$ cat src/rtl/rps_gfx_pkg.sv
// Shared graphics definitions for the rock-paper-scissors display path.
// Holds the framebuffer dimensions, the two fixed colours and the
// state encoding of the draw sequencer.
package rps_gfx_pkg;

  localparam int SCR_W = 160;
  localparam int SCR_H = 120;

  localparam logic [2:0] BLACK = 3'b000;
  localparam logic [2:0] WHITE = 3'b111;

  typedef enum logic [1:0] {
    IDLE  = 2'd0,
    SCAN  = 2'd1,
    FLUSH = 2'd2,
    DONE  = 2'd3
  } state_t;

endpackage

$ cat src/rtl/blit_scan_counter.sv
// Raster-order column/row counter for the blitter.
// Ports:
//   i_clock, i_reset : clock and synchronous active-high reset
//   i_en             : advance one pixel this cycle
//   i_width/i_height : extent of the area being scanned (both >= 1)
//   o_col/o_row      : current pixel position
//   o_addr           : linear pixel index, row*width+col
//   o_last           : current pixel is the final one of the area
module blit_scan_counter #(
  parameter int AW = 10
) (
  input  logic          i_clock,
  input  logic          i_reset,
  input  logic          i_en,
  input  logic [7:0]    i_width,
  input  logic [6:0]    i_height,
  output logic [7:0]    o_col,
  output logic [6:0]    o_row,
  output logic [AW-1:0] o_addr,
  output logic          o_last
);

  logic [7:0]    r_col;
  logic [6:0]    r_row;
  logic [AW-1:0] r_addr;
  logic          w_row_end;

  assign w_row_end = (r_col == i_width - 8'd1);
  assign o_last    = w_row_end && (r_row == i_height - 7'd1);
  assign o_col     = r_col;
  assign o_row     = r_row;
  assign o_addr    = r_addr;

  // The linear address is a plain incrementer: stepping in raster order
  // keeps it equal to row*width+col without a multiplier.
  always_ff @(posedge i_clock) begin
    if (i_reset) begin
      r_col  <= '0;
      r_row  <= '0;
      r_addr <= '0;
    end else if (i_en) begin
      if (o_last) begin
        r_col  <= '0;
        r_row  <= '0;
        r_addr <= '0;
      end else if (w_row_end) begin
        r_col  <= '0;
        r_row  <= r_row + 7'd1;
        r_addr <= r_addr + AW'(1);
      end else begin
        r_col  <= r_col + 8'd1;
        r_addr <= r_addr + AW'(1);
      end
    end
  end

endmodule

$ cat src/rtl/sprite_blit_ctrl.sv
// Draw sequencer between game logic and the vga_adapter framebuffer.
// Copies a 1-bit SPR_W x SPR_H picture from the pic ROM to (x0,y0) with
// fg/bg colours, optional transparency and screen-edge clipping, or fills
// the whole screen with bg_colour in clear mode.
// Ports:
//   clock, reset            : clock, synchronous active-high reset
//   start, clear_mode, transparent, x0, y0, fg_colour, bg_colour
//                           : draw request, latched when start is seen in IDLE
//   rom_addr / rom_q        : pic ROM interface (registered ROM, 1-cycle latency)
//   vga_x, vga_y, vga_colour, vga_plot : framebuffer write port
//   busy, done              : operation in progress / one-cycle completion pulse
module sprite_blit_ctrl #(
  parameter int SPR_W  = 32,
  parameter int SPR_H  = 32,
  parameter int ROM_AW = 10,
  parameter int SCR_W  = rps_gfx_pkg::SCR_W,
  parameter int SCR_H  = rps_gfx_pkg::SCR_H
) (
  input  logic              clock,
  input  logic              reset,
  input  logic              start,
  input  logic              clear_mode,
  input  logic              transparent,
  input  logic [7:0]        x0,
  input  logic [6:0]        y0,
  input  logic [2:0]        fg_colour,
  input  logic [2:0]        bg_colour,
  output logic [ROM_AW-1:0] rom_addr,
  input  logic              rom_q,
  output logic [7:0]        vga_x,
  output logic [6:0]        vga_y,
  output logic [2:0]        vga_colour,
  output logic              vga_plot,
  output logic              busy,
  output logic              done
);
  import rps_gfx_pkg::*;

  state_t r_state, w_next;
  logic   r_flush;

  logic       r_clear, r_transp;
  logic [7:0] r_x0;
  logic [6:0] r_y0;
  logic [2:0] r_fg, r_bg;

  logic [7:0]        w_width, w_col;
  logic [6:0]        w_height, w_row;
  logic [ROM_AW-1:0] w_addr;
  logic              w_last;

  logic       w_vld_p0;
  logic [8:0] w_sx_p0, w_sy_p0;
  logic       r_vld_p1;
  logic [8:0] r_sx_p1, r_sy_p1;

  logic [7:0] r_vga_x;
  logic [6:0] r_vga_y;
  logic [2:0] r_vga_colour;
  logic       r_plot;

  // Clear mode ignores transparency: a clear must cover every pixel.
  function automatic logic pixel_visible(input logic [8:0] sx, input logic [8:0] sy,
                                         input logic clear, input logic transp,
                                         input logic bit_q);
    return (sx < 9'(SCR_W)) && (sy < 9'(SCR_H)) && (clear || !transp || bit_q);
  endfunction

  function automatic logic [2:0] pick_colour(input logic clear, input logic bit_q,
                                             input logic [2:0] fg, input logic [2:0] bg);
    return (!clear && bit_q) ? fg : bg;
  endfunction

  // Request latch; clear mode forces the origin to the screen corner.
  always_ff @(posedge clock) begin
    if (reset) begin
      r_clear  <= 1'b0;
      r_transp <= 1'b0;
      r_x0     <= '0;
      r_y0     <= '0;
      r_fg     <= BLACK;
      r_bg     <= BLACK;
    end else if (r_state == IDLE && start) begin
      r_clear  <= clear_mode;
      r_transp <= transparent;
      r_x0     <= clear_mode ? 8'd0 : x0;
      r_y0     <= clear_mode ? 7'd0 : y0;
      r_fg     <= fg_colour;
      r_bg     <= bg_colour;
    end
  end

  assign w_width  = r_clear ? 8'(SCR_W) : 8'(SPR_W);
  assign w_height = r_clear ? 7'(SCR_H) : 7'(SPR_H);

  blit_scan_counter #(.AW(ROM_AW)) u_scan (
    .i_clock  (clock),
    .i_reset  (reset),
    .i_en     (w_vld_p0),
    .i_width  (w_width),
    .i_height (w_height),
    .o_col    (w_col),
    .o_row    (w_row),
    .o_addr   (w_addr),
    .o_last   (w_last)
  );

  assign rom_addr = r_clear ? '0 : w_addr;

  // FSM
  always_ff @(posedge clock) begin
    if (reset) begin
      r_state <= IDLE;
      r_flush <= 1'b0;
    end else begin
      r_state <= w_next;
      r_flush <= (r_state == FLUSH) ? ~r_flush : 1'b0;
    end
  end

  always_comb begin
    w_next = r_state;
    case (r_state)
      IDLE:    if (start) w_next = SCAN;
      SCAN:    if (w_last) w_next = FLUSH;
      FLUSH:   if (r_flush) w_next = DONE;
      DONE:    w_next = IDLE;
      default: w_next = IDLE;
    endcase
  end

  assign busy = (r_state == SCAN) || (r_state == FLUSH);
  assign done = (r_state == DONE);

  // p0: address issued, screen coordinates formed 9 bits wide
  assign w_vld_p0 = (r_state == SCAN);
  assign w_sx_p0  = {1'b0, r_x0} + {1'b0, w_col};
  assign w_sy_p0  = {2'b0, r_y0} + {2'b0, w_row};

  // p1: coordinates wait here while the ROM read completes
  always_ff @(posedge clock) begin
    if (reset) r_vld_p1 <= 1'b0;
    else       r_vld_p1 <= w_vld_p0;
  end

  always_ff @(posedge clock) begin
    r_sx_p1 <= w_sx_p0;
    r_sy_p1 <= w_sy_p0;
  end

  // p2: registered framebuffer write; position/colour hold when not plotting
  always_ff @(posedge clock) begin
    if (reset) begin
      r_plot       <= 1'b0;
      r_vga_x      <= '0;
      r_vga_y      <= '0;
      r_vga_colour <= BLACK;
    end else if (r_vld_p1 && pixel_visible(r_sx_p1, r_sy_p1, r_clear, r_transp, rom_q)) begin
      r_plot       <= 1'b1;
      r_vga_x      <= r_sx_p1[7:0];
      r_vga_y      <= r_sy_p1[6:0];
      r_vga_colour <= pick_colour(r_clear, rom_q, r_fg, r_bg);
    end else begin
      r_plot       <= 1'b0;
    end
  end

  assign vga_plot   = r_plot;
  assign vga_x      = r_vga_x;
  assign vga_y      = r_vga_y;
  assign vga_colour = r_vga_colour;

endmodule
$ cat config.mk
export PLATFORM = sky130hd
export DESIGN_NAME = sprite_blit_ctrl
export DESIGN_NICKNAME = d
export VERILOG_FILES = /design/src/rtl/rps_gfx_pkg.sv /design/src/rtl/blit_scan_counter.sv /design/src/rtl/sprite_blit_ctrl.sv
export SDC_FILE = /design/constraint.sdc
export NUM_CORES = 1
export LEC_CHECK = 0
export ABC_AREA = 1
export CELL_PAD_IN_SITES_DETAIL_PLACEMENT = 0
export CELL_PAD_IN_SITES_GLOBAL_PLACEMENT = 2
export CORE_ASPECT_RATIO = 0.5
export CORE_MARGIN = 2
export CORE_UTILIZATION = 34
export DETAILED_ROUTE_END_ITERATION = 7
export PLACE_DENSITY_LB_ADDON = 0.05
export SLEW_MARGIN = 20
export SYNTH_ARGS = -nofsm -noshare
export SYNTH_HDL_FRONTEND = slang
export SYNTH_SLANG_ARGS = --single-unit
$ cat constraint.sdc
create_clock -name clock -period 3.2 [get_ports clock]
set_input_delay 0.64 -clock clock [delete_from_list [all_inputs] [get_ports clock]]
set_output_delay 0.64 -clock clock [all_outputs]
set_load 0.005 [all_outputs]
## Word-level counts from Yosys, hierarchy flattened

Cells that the tools add are included.

- Bitwise operators: 2
- Multipliers: 0
- Multiplexer cells: 16
- Shift-type cells: 0
- Add/subtract/negate cells: 7
- Eq/ne operators: 8
- Reductions and logical operators: 16
- $lt $le $gt $ge: 2
- Div/mod/pow operators: 0

Operators with widths:

| cell | number |
|---|---|
| 8-bit 2-to-1 mux | 4 |
| 7-bit 2-to-1 mux | 4 |
| 10-bit 2-to-1 mux | 2 |
| 10-bit by 1-bit adder with 10-bit output, second input constant | 1 |
| 8-bit by 8-bit adder with 9-bit output | 1 |
| 9-bit by 8-bit < comparator with 1-bit output, second input constant | 1 |
| 7-bit by 7-bit adder with 8-bit output | 1 |
| 8-bit by 1-bit adder with 8-bit output, second input constant | 1 |
| 8-bit equality test | 1 |
| 8-bit by 7-bit < comparator with 1-bit output, second input constant | 1 |
| 2-bit one-hot mux with 4 select lines | 1 |
| 8-bit by 1-bit subtractor with 8-bit output, second input constant | 1 |
| 7-bit by 1-bit adder with 7-bit output, second input constant | 1 |
| 7-bit equality test | 1 |
| 7-bit by 1-bit subtractor with 7-bit output, second input constant | 1 |
| 1-bit logical AND | 6 |
| 2-bit 2-to-1 mux | 3 |
| 2-bit != test, second input constant | 3 |
| 2-bit equality test, second input constant | 2 |
| 1-bit logical OR | 3 |
| 3-bit 2-to-1 mux | 1 |
| 3-bit AND reduction | 1 |
| 2-bit by 1-bit equality test with 1-bit output, second input constant | 1 |
| 1-bit logical NOT | 2 |
| other kinds (6) | 7 |

- Bits in latches: 0
- Input bits: 27
- ROM bits: 0
- Output and inout bits: 31
- Register bits: 88
- Bits in writable memories: 0
- Memories kept: 0

## Depth between registers and ports, before layout

- Word-level depth: 6
- Depth in mapped cells: 10
- Gate-level depth less buffers: 10

## By module

A second synthesis with hierarchy kept.

- Cell total of the unflattened synthesis: 674
- Area, all modules: 4718.3 um^2

Modules (own cells, without submodules):

| module | area each (um^2) | cells each | times used |
|---|---|---|---|
| sprite_blit_ctrl | 2921.6 | 396 | 1 |
| blit_scan_counter | 1796.7 | 278 | 1 |

## Worst setup path before layout

Ideal clock, no wire load.

- Path kind: flip-flop to flip-flop
- Start: reg u_scan.r_row[0] (netlist: u_scan.o_row[0])
- End: reg r_sy_p1[6]
- Slack: 1.544 ns
- Buffers on the path: 0
- Data required time: 3.088 ns
- Cell stages (with the launch flop): 10
- Data arrival time: 1.544 ns
- Cells stage by stage: dfxtp_1 ha_1 inv_1 fa_1 o21ai_0 nand2_1 nand2_1 a21oi_1 nand2_1 nand2_1

- Longest elaborated chain between the ends: 1

RTL lines:

| element | line | text |
|---|---|---|
| start: declaration | blit_scan_counter.sv:24 | `logic [6:0] r_row;` |
| start signal: assignment | blit_scan_counter.sv:48 | `r_row <= r_row + 7'd1;` |
| 7-bit by 7-bit adder with 8-bit output | sprite_blit_ctrl.sv:138 | `assign w_sy_p0 = {2'b0, r_y0} + {2'b0, w_row};` |
| net w_sy_p0[6] | sprite_blit_ctrl.sv:53 | `logic [8:0] w_sx_p0, w_sy_p0;` |
| end signal: assignment | sprite_blit_ctrl.sv:148 | `r_sy_p1 <= w_sy_p0;` |
| end: declaration | sprite_blit_ctrl.sv:55 | `logic [8:0] r_sx_p1, r_sy_p1;` |

The timed path passes the listed nets, and every way through them passes these cells.
A chain may end at the register's enable or synchronous reset.

## Final worst setup path

- Start: reg r_state[0]
- End: out busy

- Longest elaborated chain between the ends: 2

RTL lines:

| element | line | text |
|---|---|---|
| start: declaration | sprite_blit_ctrl.sv:39 | `state_t r_state, w_next;` |
| start signal: assignment | sprite_blit_ctrl.sv:116 | `r_state <= w_next;` |
| 2-bit by 1-bit equality test with 1-bit output or 2-bit equality test (tied branches) | sprite_blit_ctrl.sv:132 | `assign busy = (r_state == SCAN) \|\| (r_state == FLUSH);` |
| 1-bit logical OR (*) | sprite_blit_ctrl.sv:132 |  |
| end: declaration | sprite_blit_ctrl.sv:34 | `output logic busy,` |

Mark *: on every way between the ends. The rest lies on a longest branch, timed or not.

==> flow_summary.toml <==
[sta]
slew_headroom = 0.497
period_share = 0.703
skew_ns = 0.00386
finalMaxSlewViolations = 0
hold_violations = 0
rsz0062_at_grt = "false"
tns_ns = 0
min_period_ns = 2.25
worstMarginPinSlew_ns = 0.752
setup_viol = 0
fmax_mhz = 445

[clock_network]
cts_inserted_buffers = 9
cts_max_level = 3
cts_sinks = 88
clock_latency_ns = 0.34
cts.clk_slew.worst_paths_ns = 0.06
clk_path_buf_depth = 2
cts_tree = "built"
ctsHoldBuffers = 0
cts.root.buffer_cell = "clkbuf_16"
cts-resized-gates = 0
post-cts-setup-buffer-count = 0

[finish]
nets = 629
fillers = 1149
multi_input_area_um2 = 1940
drive_gt1_frac = 0.0686
regArea_um2 = 1760
antenna_cells = 0
area_delta_synth_final_pct = 26.7

[yosys]
yosysTopAreaCell = "dfxtp_1"
synth_ff_type = "dfxtp_1"
ys_seq_elements = 88
synth_fp_nets = 568
postSynthCellCount = 517
async_flop_share = 0
synth.most_common_cell = "nand2_1"
netlist_area_um2 = 3970
synthTopCellsByArea = "dfxtp_1 44%, nand2_1 9.3%, nor2_1 8.2%, ha_1 6.9%, a21oi_1 5.0%"
synth_commonest_cells = "98 x nand2_1, 88 x dfxtp_1, 87 x nor2_1"
synth_cell_types = 34
syn_avg_cell_area_um2 = 7.68
synth_warnings = 0
yosysSeqAreaShare = 0.444
synth_edf_count = 0
synth_top_area_share = 0.444

[placement]
hpwl_um = 7290
io_buffers = 57
routabilityCongestion = 0.779

[global_route]
antenna_found_initial = 0
grt_pass1_wl_um = 16400
grt_pass1_vias = 3123
grt_overflow_total = 0
grt_max_degree = 27
track_usage = 0.172

[route]
detail_route.first_pass.iterations = 4
dr.first_iter.drc_count = 124
dr_total_vias = 3327
via_per_inst = 4.48
wl_per_cell_um = 13.4
drc = 0
antenna_left = 0
drt-total-wl_um = 9930

[die]
fp.dieArea_um2 = 12600
coreArea_um2 = 11200
die_w_um = 157
io_pins = 58
fp-row-count = 27
initial_core_util = 0.355
die_y_um = 80.4

[critical_path]
path_max_fanout = 4
critical_path_class = "flop to primary output"
worstPathRequired_ns = 2.56
cp-end-kind = "primary output"
critPathLaunchType = "flop"
cp.arrival_ns = 1.61

[run_status]
status = "complete, no violations"

[power]
p_leak_nw = 2.13
total_power_mw = 3.18
vdd_drop_max_uv = 285
powerDensity_nw_per_um2 = 632

[run]
cap_viol_max_count = 0

[worst_hold_path]
hold_path_class = "flop to flop"
-- state kept, by name, indices dropped and copies added, names as in the netlist, 2 cells and up --
| name | count |
|---|---|
| vga_colour | 3 |
| r_x0 | 8 |
| u_scan.o_col | 8 |
| r_fg | 3 |
| r_y0 | 7 |
| u_scan.o_addr | 10 |
| vga_y | 7 |
| r_bg | 3 |
| r_sy_p1 | 8 |
| vga_x | 8 |
| r_state | 2 |
| r_sx_p1 | 9 |
| u_scan.o_row | 7 |
-- stage by stage --
| step | hold slack [ns] | setup WS [ns] | util | area (um2) | std cells |
|---|---|---|---|---|---|
| 2_1_floorplan | 0.424 | 1.54 | - | 3970 | 517 |
| 3_3_place_gp | 0.451 | 0.710 | 0.423 | 4730 | 726 |
| 3_5_place_dp | 0.459 | 0.751 | 0.423 | 4730 | 726 |
| 4_1_cts | 0.468 | 0.936 | 0.450 | 5030 | 742 |
| 5_1_grt | 0.497 | 0.845 | 0.450 | 5030 | 742 |
| 6_report | 0.473 | 0.952 | 0.450 | 5030 | 742 |
-- where the power goes --
part	total (mW)	internal, mW	switching, mW
registers	1.35	1.25	0.0977
logic	0.756	0.338	0.418
clock network	1.08	0.613	0.466
total	3.18	2.20	0.981
-- worst max-delay path, stage by stage, from the launching register on --
cell and delay [ns]:
dfxtp_1 0.38, inv_1 0.08, ha_1 0.30, clkdlybuf4s50_1 0.50
-- cells in the final DEF, fill, tap and decap left out, types with 4 or more instances in the layout --
cell type | netlist | routed
nand2_1 | 98 | 98
dfxtp_1 | 88 | 88
nor2_1 | 87 | 87
clkdlybuf4s50_1 | 0 | 57
inv_1 | 47 | 47
a21oi_1 | 40 | 40
o21ai_0 | 32 | 32
ha_1 | 22 | 22
nand3_1 | 19 | 19
xor2_1 | 12 | 12
nand4_1 | 11 | 11
clkbuf_16 | 0 | 9
buf_4 | 0 | 8
xnor2_1 | 6 | 6
o211ai_1 | 4 | 4
o21ai_1 | 4 | 4
nand3b_1 | 4 | 4
nor3_1 | 4 | 4
-- logic make-up after synthesis --
logic type | synth area share
multiplexers | 0.00567
AO/OA/AOI/OAI | 0.109
flip-flops | 0.444
buffers and inverters | 0.0677
XOR/XNOR | 0.0397
AND/OR/NAND/NOR | 0.255
adder cells (fa/ha/maj) | 0.0794
-- area by class of cell --
type,instances,share of cell area
Sequential cell,88,0.350
Inverter,52,0.0395
Clock buffer,9,0.0447
Clock inverter,7,0.0154
Multi-Input combinational cell,362,0.386
Timing Repair Buffer,65,0.125
Tap cell,159,0.0395
-- worst paths after layout --
path | depth (start not counted) | to | startpoint | slack [ns]
worst max register to register | 9 | r_sy_p1[6] | u_scan.o_row[0] | 1.23
worst min register to register | 2 | r_x0[2] | r_x0[2] | 0.47
worst min-delay path | 2 | r_x0[2] | r_x0[2] | 0.47
worst max-delay path | 3 | busy | r_state[0] | 0.95
-- routing by layer --
| metal | wire, um | share of wire | track usage |
|---|---|---|---|
| met5 | 0 | 0 | 0 |
| met1 | 5390 | 0.54 | 0.248 |
| met4 | 120 | 0.012 | 0.0523 |
| met2 | 3910 | 0.39 | 0.246 |
| met3 | 514 | 0.052 | 0.0453 |
Power figures use the tool's default switching activity.
